**src/rtl/switch_ctrl_gen.sv**
```systemverilog
// switch_ctrl_gen: commutator front-end for one transpose stage.
// Delays lane 1 by DELAY accepted samples and generates the pass/cross
// control for the downstream switch_2_2, toggling every DELAY samples.
// Optional macro SWITCH_CTRL_WARMUP_MASK_EN: suppresses out_valid until the
// lane-1 delay line has been filled with real samples.
module switch_ctrl_gen #(
    parameter int DATA_WIDTH = 64,
    parameter int DELAY      = 4
) (
    input  logic                  clk,
    input  logic                  rst_n,
    input  logic                  in_valid,
    input  logic [DATA_WIDTH-1:0] in_0,
    input  logic [DATA_WIDTH-1:0] in_1,
    output logic                  out_valid,
    output logic                  sw_ctrl,
    output logic [DATA_WIDTH-1:0] sw_in_0,
    output logic [DATA_WIDTH-1:0] sw_in_1
);

    // cnt MSB gives (k / DELAY) mod 2; counter wraps naturally at 2*DELAY
    localparam int CW = $clog2(DELAY) + 1;

    logic [CW-1:0]         cnt_q, cnt_d;
    logic [DATA_WIDTH-1:0] dly_q [DELAY];
    logic                  warm;

    logic                  out_valid_q;
    logic                  ctrl_q;
    logic [DATA_WIDTH-1:0] sw0_q;
    logic [DATA_WIDTH-1:0] sw1_q;

    // Phase counter advances once per accepted sample
    always_comb begin
        cnt_d = cnt_q;
        if (in_valid) cnt_d = cnt_q + CW'(1);
    end

    // Phase counter register
    always_ff @(posedge clk) begin
        if (!rst_n) cnt_q <= '0;
        else        cnt_q <= cnt_d;
    end

    // Lane-1 delay line; idle cycles leave it untouched
    always_ff @(posedge clk) begin
        if (!rst_n) begin
            for (int i = 0; i < DELAY; i++) dly_q[i] <= '0;
        end else if (in_valid) begin
            dly_q[0] <= in_1;
            for (int i = 1; i < DELAY; i++) dly_q[i] <= dly_q[i-1];
        end
    end

`ifdef SWITCH_CTRL_WARMUP_MASK_EN
    // Fill counter width must hold the value DELAY itself
    localparam int FW = $clog2(DELAY + 1);

    logic [FW-1:0] fill_q, fill_d;

    // Fill counter saturates once DELAY samples have entered the delay line
    always_comb begin
        fill_d = fill_q;
        if (in_valid && (fill_q != FW'(DELAY))) fill_d = fill_q + FW'(1);
    end

    // Fill counter register
    always_ff @(posedge clk) begin
        if (!rst_n) fill_q <= '0;
        else        fill_q <= fill_d;
    end

    assign warm = (fill_q == FW'(DELAY));
`else
    assign warm = 1'b1;
`endif

    // Output stage: data and ctrl change only on accepted samples
    always_ff @(posedge clk) begin
        if (!rst_n) begin
            out_valid_q <= 1'b0;
            ctrl_q      <= 1'b0;
            sw0_q       <= '0;
            sw1_q       <= '0;
        end else begin
            out_valid_q <= in_valid & warm;
            if (in_valid) begin
                ctrl_q <= cnt_q[CW-1];
                sw0_q  <= in_0;
                sw1_q  <= dly_q[DELAY-1];
            end
        end
    end

    assign out_valid = out_valid_q;
    assign sw_ctrl   = ctrl_q;
    assign sw_in_0   = sw0_q;
    assign sw_in_1   = sw1_q;

endmodule
```
**config.mk**
```make
export PLATFORM = sky130hd
export DESIGN_NAME = switch_ctrl_gen
export DESIGN_NICKNAME = d
export VERILOG_FILES = /design/src/rtl/switch_ctrl_gen.sv
export SDC_FILE = /design/constraint.sdc
export NUM_CORES = 1
export LEC_CHECK = 0
export CAP_MARGIN = 0
export CORE_UTILIZATION = 35
export DETAILED_ROUTE_END_ITERATION = 6
export PLACE_DENSITY_LB_ADDON = 0.25
export SETUP_SLACK_MARGIN = 0.3
export SLEW_MARGIN = 10
export SYNTH_ARGS = -nofsm -noshare
export SYNTH_HDL_FRONTEND = slang
export SYNTH_SLANG_ARGS = --single-unit
export TNS_END_PERCENT = 1
```
**constraint.sdc**
```tcl
create_clock -name clk -period 17.4 [get_ports clk]
set_clock_uncertainty 0.05 [all_clocks]
set_input_delay 1.74 -clock clk [delete_from_list [all_inputs] [get_ports clk]]
set_output_delay 1.74 -clock clk [all_outputs]
set_load 0.05 [all_outputs]
```
==> results of run 1 <==
==> cells by family (layout without fill, tap and decap cells) <==
| logic type | count (synthesis) | count (layout) |
|---|---|---|
| AND/OR/NAND/NOR | 392 | 392 |
| flip-flops | 389 | 389 |
| adder cells (fa/ha/maj) | 1 | 1 |
| multiplexers | 131 | 131 |
| XOR/XNOR | 1 | 1 |
| buffers and inverters | 86 | 344 |
| other | 0 | 1 |
==> per-layer routing <==
metal / vias to the layer above / global-route usage (%)
li1: 4078 / -
met1: 3814 / 16.6
met2: 244 / 19.9
met3: 50 / 3.37
met4: 0 / 5.62
met5: - / 0
==> through the flow <==
| stage | total power (uW) | hold slack, ns | area [um^2] | utilization [%] |
|---|---|---|---|---|
| 2_1_floorplan | 1210 | 0.396 | 14600 | - |
| 3_3_place_gp | 1270 | 0.436 | 17500 | 42.7 |
| 3_5_place_dp | 1280 | 0.445 | 17500 | 42.7 |
| 4_1_cts | 2150 | 0.450 | 18800 | 46.0 |
| 5_1_grt | 2200 | 0.457 | 18800 | 46.0 |
| 6_report | 2110 | 0.444 | 18800 | 46.0 |
==> power groups by stage <==
| stage | sequential, uW | clock [uW] | combinational, uW |
|---|---|---|---|
| 2_1_floorplan | 1140 | 0 | 71.7 |
| 3_3_place_gp | 1080 | 0 | 196 |
| 3_5_place_dp | 1080 | 0 | 198 |
| 4_1_cts | 1060 | 891 | 198 |
| 5_1_grt | 1070 | 921 | 210 |
| 6_report | 1060 | 857 | 195 |
==> worst paths after layout <==
kind / from / to / slack [ns]
worst min register to register: dly_q[3][60] / sw_in_1[60] / 0.44
worst min-delay path: dly_q[3][60] / sw_in_1[60] / 0.44
worst max-delay path: in_valid / dly_q[3][21] / 13.29
worst max register to register: cnt_q[0] / cnt_q[1] / 16.44
==> sequential cells by signal (all words and copies together), names as in the netlist <==
register   flops
sw_in_0       64
cnt_q          3
dly_q        256
sw_in_1       64
out_valid      1
sw_ctrl        1
==> worst max-delay path, delay by kind of cell <==
kind	cells	cell delay, ns
buf+inv	2	1.27
simple gates	1	0.90
==> placed cells by master (no fill, tap or decap), types with 2 or more instances in the layout <==
cell	count
nor2b_1	130
and2_1	2
bufinv_16	2
clkinv_1	3
clkbuf_1	19
clkinvlp_4	2
mux2i_1	131
clkdlybuf4s50_1	258
dfxtp_1	133
clkbuf_8	5
nand2_1	2
and3_1	256
clkinv_8	2
edfxtp_1	256
clkinv_2	3
buf_4	5
clkbuf_16	43
==> cell type report <==
class / instances / area share (%)
clock inverter: 12 / 0.712
antenna: 1 / 0.0133
sequential: 389 / 55.0
timing repair buffer: 266 / 14.2
multi-input combinational: 525 / 20.1
clock buffer: 66 / 6.39
tap: 532 / 3.54
==> out/metrics.yaml, run 1 <==
highest_layer: "met4"
ctsResizeCount: 0
grt_max_degree: 185
dieArea_um2: 42400
die_w_um: 206
hold_path_depth: 2
clk_latency_ns: 0.56
cts.path.max_buffers: 3
critPathSlowestCell: "nand2b_4"
fillerInstances: 3705
synth_compound_area_share_pct: 0
max-cap-violations: 0
wl_met1_mm: 12.7
setup_violations: 0
wl_per_cell_um: 15.5
cts-buffers-inserted: 42
synthesis.yosys.warnings: 0
cts_root_buffer: "clkbuf_16"
fmax_mhz: 243
final_max_slew_viol_count: 0
synth_area_leaders: "edfxtp_1 (53%), dfxtp_1 (18%), and3_1 (11%)"
synth_top_flop_cell: "edfxtp_1"
max_slew.worst_pin.slew_ns: 0.995
synth-edff-count: 256
synth_cell_types: 14
coreArea_um2: 40900
dr_total_vias: 8186
register_area_um2: 10300
reg2regPathDepth: 3
layout.nets: 1356
hold_viol: 0
yosys-top-cells-count: "and3_1 (256), edfxtp_1 (256), dfxtp_1 (133)"
preCtsSetupSlack_ns: 12.68
seqPwrFrac_pct: 50.2
ys_ff_latch: 389
max_stage_delay_ns: 0.90
viasPerCell: 4.57
powerDensity_nw_per_um2: 112
clk_transition_reported_paths_ns: 0.06
p_leak_uw: 0.00803
portBuffers: 260
min-delay-path-class: "flop to flop"
syn_inst: 1000
clockPowerShare_pct: 40.6
swShare_pct: 22.8
synth.avg_cell_area_um2: 14.6
synth_top_family_by_area: "simple AND/OR/NAND/NOR gates"
stdcell_count: 1791
netlist_area_um2: 14600
synth_top_area_share_pct: 52.8
drtIter0Drc: 539
dp.cells: 1712
drtPass1Iterations: 4
cts_setup_buffers: 0
cp-end-kind: "flop"
grt_pass1_wl_mm: 42.4
grt_pass1_vias: 7929
cts_tree: "done"
yosysTopAreaCell: "edfxtp_1"
cts_max_level: 2
syn_nets: 1132
power.internal_uw: 1630
synth_adder_area_share_pct: 0.0859
finalCritPeriodShare_pct: 23.6
crit_path_cell_trace: "buf_8, nand2b_4, buf_12"
maxSlewHeadroom_pct: 33.7
antenna_found_initial: 1
dr_wl_met3_mm: 2.03
syn_to_final_growth_pct: 29.2
num_rows: 74
hpwl_mm: 16.0
drt_wl_total_mm: 27.8
hold_buffers: 0
rsz0062_at_grt: "no"
met2WireLength_mm: 12.4
drive_gt1_share_pct: 5.17
grt_overflow: 0
yosysSeqAreaShare_pct: 71.1
async_flop_share_pct: 0
cp_data_required_time_ns: 17.50
setup_slack_ns: 13.29
ios: 261
cts.sinks: 389
start_kind: "primary input"
gpl.final_weighted_congestion: 0.727
fin_tns_setup_ns: 0
critPathKind: "primary input to flop"
antenna_left: 0
start_util_pct: 35.6
cp_data_arrival_time_ns: 4.21
period_needed_ns: 4.11
critPathMaxFanout: 184
ir_drop_mv: 0.0640
comb_power_share_pct: 9.2
synthMuxAreaShare_pct: 9.00
power_switching_uw: 482
drc: 0
multi_input_area_um2: 3790
synth-simple-area-share_pct: 16.8
fp.dieH_um: 206
track_usage_pct: 12.7
status: "completed"
synth-xor-area-share_pct: 0.0601
Note: power is estimated with default switching activity, not from simulation.
==> run 2: changes to the inputs <==
- clock period: 17.4 -> 4.3 ns (I/O delays scaled with it)
==> run 2 against run 1 <==
Compared with the run above: sequential share of layout area shrank 0.099 points; flip-flop and latch count is the same; critical path depth fell by 2; global-route usage decreased by 0.099 points; critical path type is now flop to output pin; highest routed layer unchanged.
==> out/metrics.yaml, run 2 (synthesized netlist as in run 1, its figures left out) <==
cts.path.max_buffers: 3  # unchanged
cts_root_buffer: "clkbuf_16"
clk_transition_reported_paths_ns: 0.06  # about the same
ios: 261  # unchanged
dp.cells: 1714  # +0.12%
diodes: 0  # -1
cts-buffers-inserted: 42  # unchanged
cp-end-kind: "output pin"
ir_drop_mv: 0.275  # +330%
grt_pass1_wl_mm: 41.7  # -1.5%
portBuffers: 260  # unchanged
max-cap-violations: 0  # unchanged
register_area_um2: 10300  # unchanged
top_register: "dly_q"
gpl.final_weighted_congestion: 0.696  # -4.3%
grt_pass1_vias: 7630  # -3.8%
start_util_pct: 35.6  # unchanged
r2r-end: "cnt_q[1]"
antenna_left: 0  # unchanged
min_to: "sw_in_1[15]"
multi_input_area_um2: 3790  # unchanged
setup_slack_ns: 2.03  # -11.26 ns
cts_max_level: 2  # unchanged
fmax_mhz: 441
critPathKind: "flop to output pin"
dieArea_um2: 42400  # unchanged
track_usage_pct: 12.6  # -0.099 points
hold_viol: 0  # unchanged
viasPerCell: 4.57  # about the same
coreArea_um2: 40900  # unchanged
drt_wl_total_mm: 28.0  # +0.50%
p_leak_uw: 0.00806  # +0.36%
dr_total_vias: 8185  # -0.012%
drtIter0Drc: 516  # -4.3%
reg2regPathDepth: 3  # unchanged
hp-start: "in_valid"
cts.sinks: 389  # unchanged
setup_violations: 0  # unchanged
grt_max_degree: 166  # -10%
whs_ns: 0.327  # -0.117 ns
final_max_slew_viol_count: 0  # unchanged
syn_to_final_growth_pct: 29.4
critPathSlowestCell: "clkdlybuf4s50_1"
start_kind: "flop"
cts_tree: "done"
critPathMaxFanout: 2  # -99%
cp_data_required_time_ns: 3.82  # -13.68 ns
layout_commonest_cell: "clkdlybuf4s50_1"
layout.nets: 1358  # +0.15%
hpwl_mm: 16.0  # +0.12%
cp_num_buf_inv: 1  # -1
min-delay-path-class: "primary input to flop"
antenna_found_initial: 0  # -1
hold_buffers: 0  # unchanged
ctsResizeCount: 0  # unchanged
fp.dieH_um: 206  # unchanged
cp_data_arrival_time_ns: 1.79  # -2.42 ns
drive_gt1_share_pct: 5.48  # +0.32 points
grt_overflow: 0  # unchanged
r2r_slack_ns: 3.34  # -13.10 ns
drc: 0  # unchanged
fillerInstances: 3655  # -1.3%
num_rows: 74  # unchanged
finalCritPeriodShare_pct: 52.8
die_w_um: 206  # unchanged
largest_register_ffs: 256  # unchanged
max_slew.worst_pin.slew_ns: 0.904  # -0.0909 ns
maxSlewHeadroom_pct: 39.8  # +6.1 points
fin_tns_setup_ns: 0  # unchanged
rsz0062_at_grt: "no"
path_depth: 1  # -2
clk_latency_ns: 0.55  # about the same
most-common-layout-cells: "clkdlybuf4s50_1 (258), and3_1 (256), edfxtp_1 (256)"
stdcell_count: 1790  # -0.056%
crit_path_cell_trace: "clkdlybuf4s50_1"
hold_path_depth: 3  # +1
cts_setup_buffers: 0  # unchanged
cp_top_family: "buffers and inverters"
preCtsSetupSlack_ns: 1.82  # -10.87 ns
period_needed_ns: 2.27
status: "completed"
max_stage_delay_ns: 0.91  # about the same
wl_per_cell_um: 15.6  # +0.55%
drtPass1Iterations: 4  # unchanged
reg2reg_from: "cnt_q[0]"
powerDensity_nw_per_um2: 455  # +300%
-- run 2: changes by cell type in the layout (fill, tap and decap cells not counted) --
cell / change
clkinv_1: +4
clkbuf_8: +4
clkbuf_1: -8
clkinv_2: +1
clkinvlp_4: -1
buf_12: +2
clkbuf_16: -1
diode_2: -1
clkinv_8: -1
-- run 2: area by class of cell --
class | instances | share of cell area [%]
sequential | 389 | 54.9
multi-input combinational | 525 | 20.1
timing repair buffer | 268 | 14.4
clock buffer | 61 | 6.38
tap | 532 | 3.53
clock inverter | 15 | 0.691
-- run 2: worst reg2reg max path, stage by stage, from the launching register on --
cell and delay [ns]:
dfxtp_1 0.32, ha_1 0.28, mux2i_1 0.14, nor2b_1 0.06
-- run 2: stage by stage --
step	total power [uW]	instance area, um^2	util [%]
2_1_floorplan	4860	14600	-
3_3_place_gp	5170	17500	42.8
3_5_place_dp	5180	17500	42.8
4_1_cts	8710	18800	46.0
5_1_grt	8900	18800	46.0
6_report	8570	18800	46.0
-- run 2: worst max-delay path by stage --
| stage | startpoint | end | slack (ns) |
|---|---|---|---|
| after global routing | sw_in_1[59] | sw_in_1[59] | 1.95 |
| final | sw_in_1[59] | sw_in_1[59] | 2.03 |
| after floorplan | in_valid | dly_q[0][0] | 1.24 |
| after CTS | sw_in_1[59] | sw_in_1[59] | 1.97 |
| after detailed placement | rst_n | dly_q[3][2] | 1.82 |
| after global placement | rst_n | dly_q[2][1] | 1.85 |
-- run 2: power by group --
part	total, uW	internal (uW)	leakage [uW]	switching (uW)
sequential	4290	4220	0.00391	69.7
clock	3480	2060	0.000650	1430
combinational	795	336	0.00350	459
total	8570	6610	0.00806	1960
-- run 2: routing by layer --
layer,track usage (%),routed length [um],vias up
met5,0,0,-
met4,5.41,712,0
met3,3.80,2330,44
met2,19.3,12200,239
met1,16.6,12700,3824
li1,-,-,4078
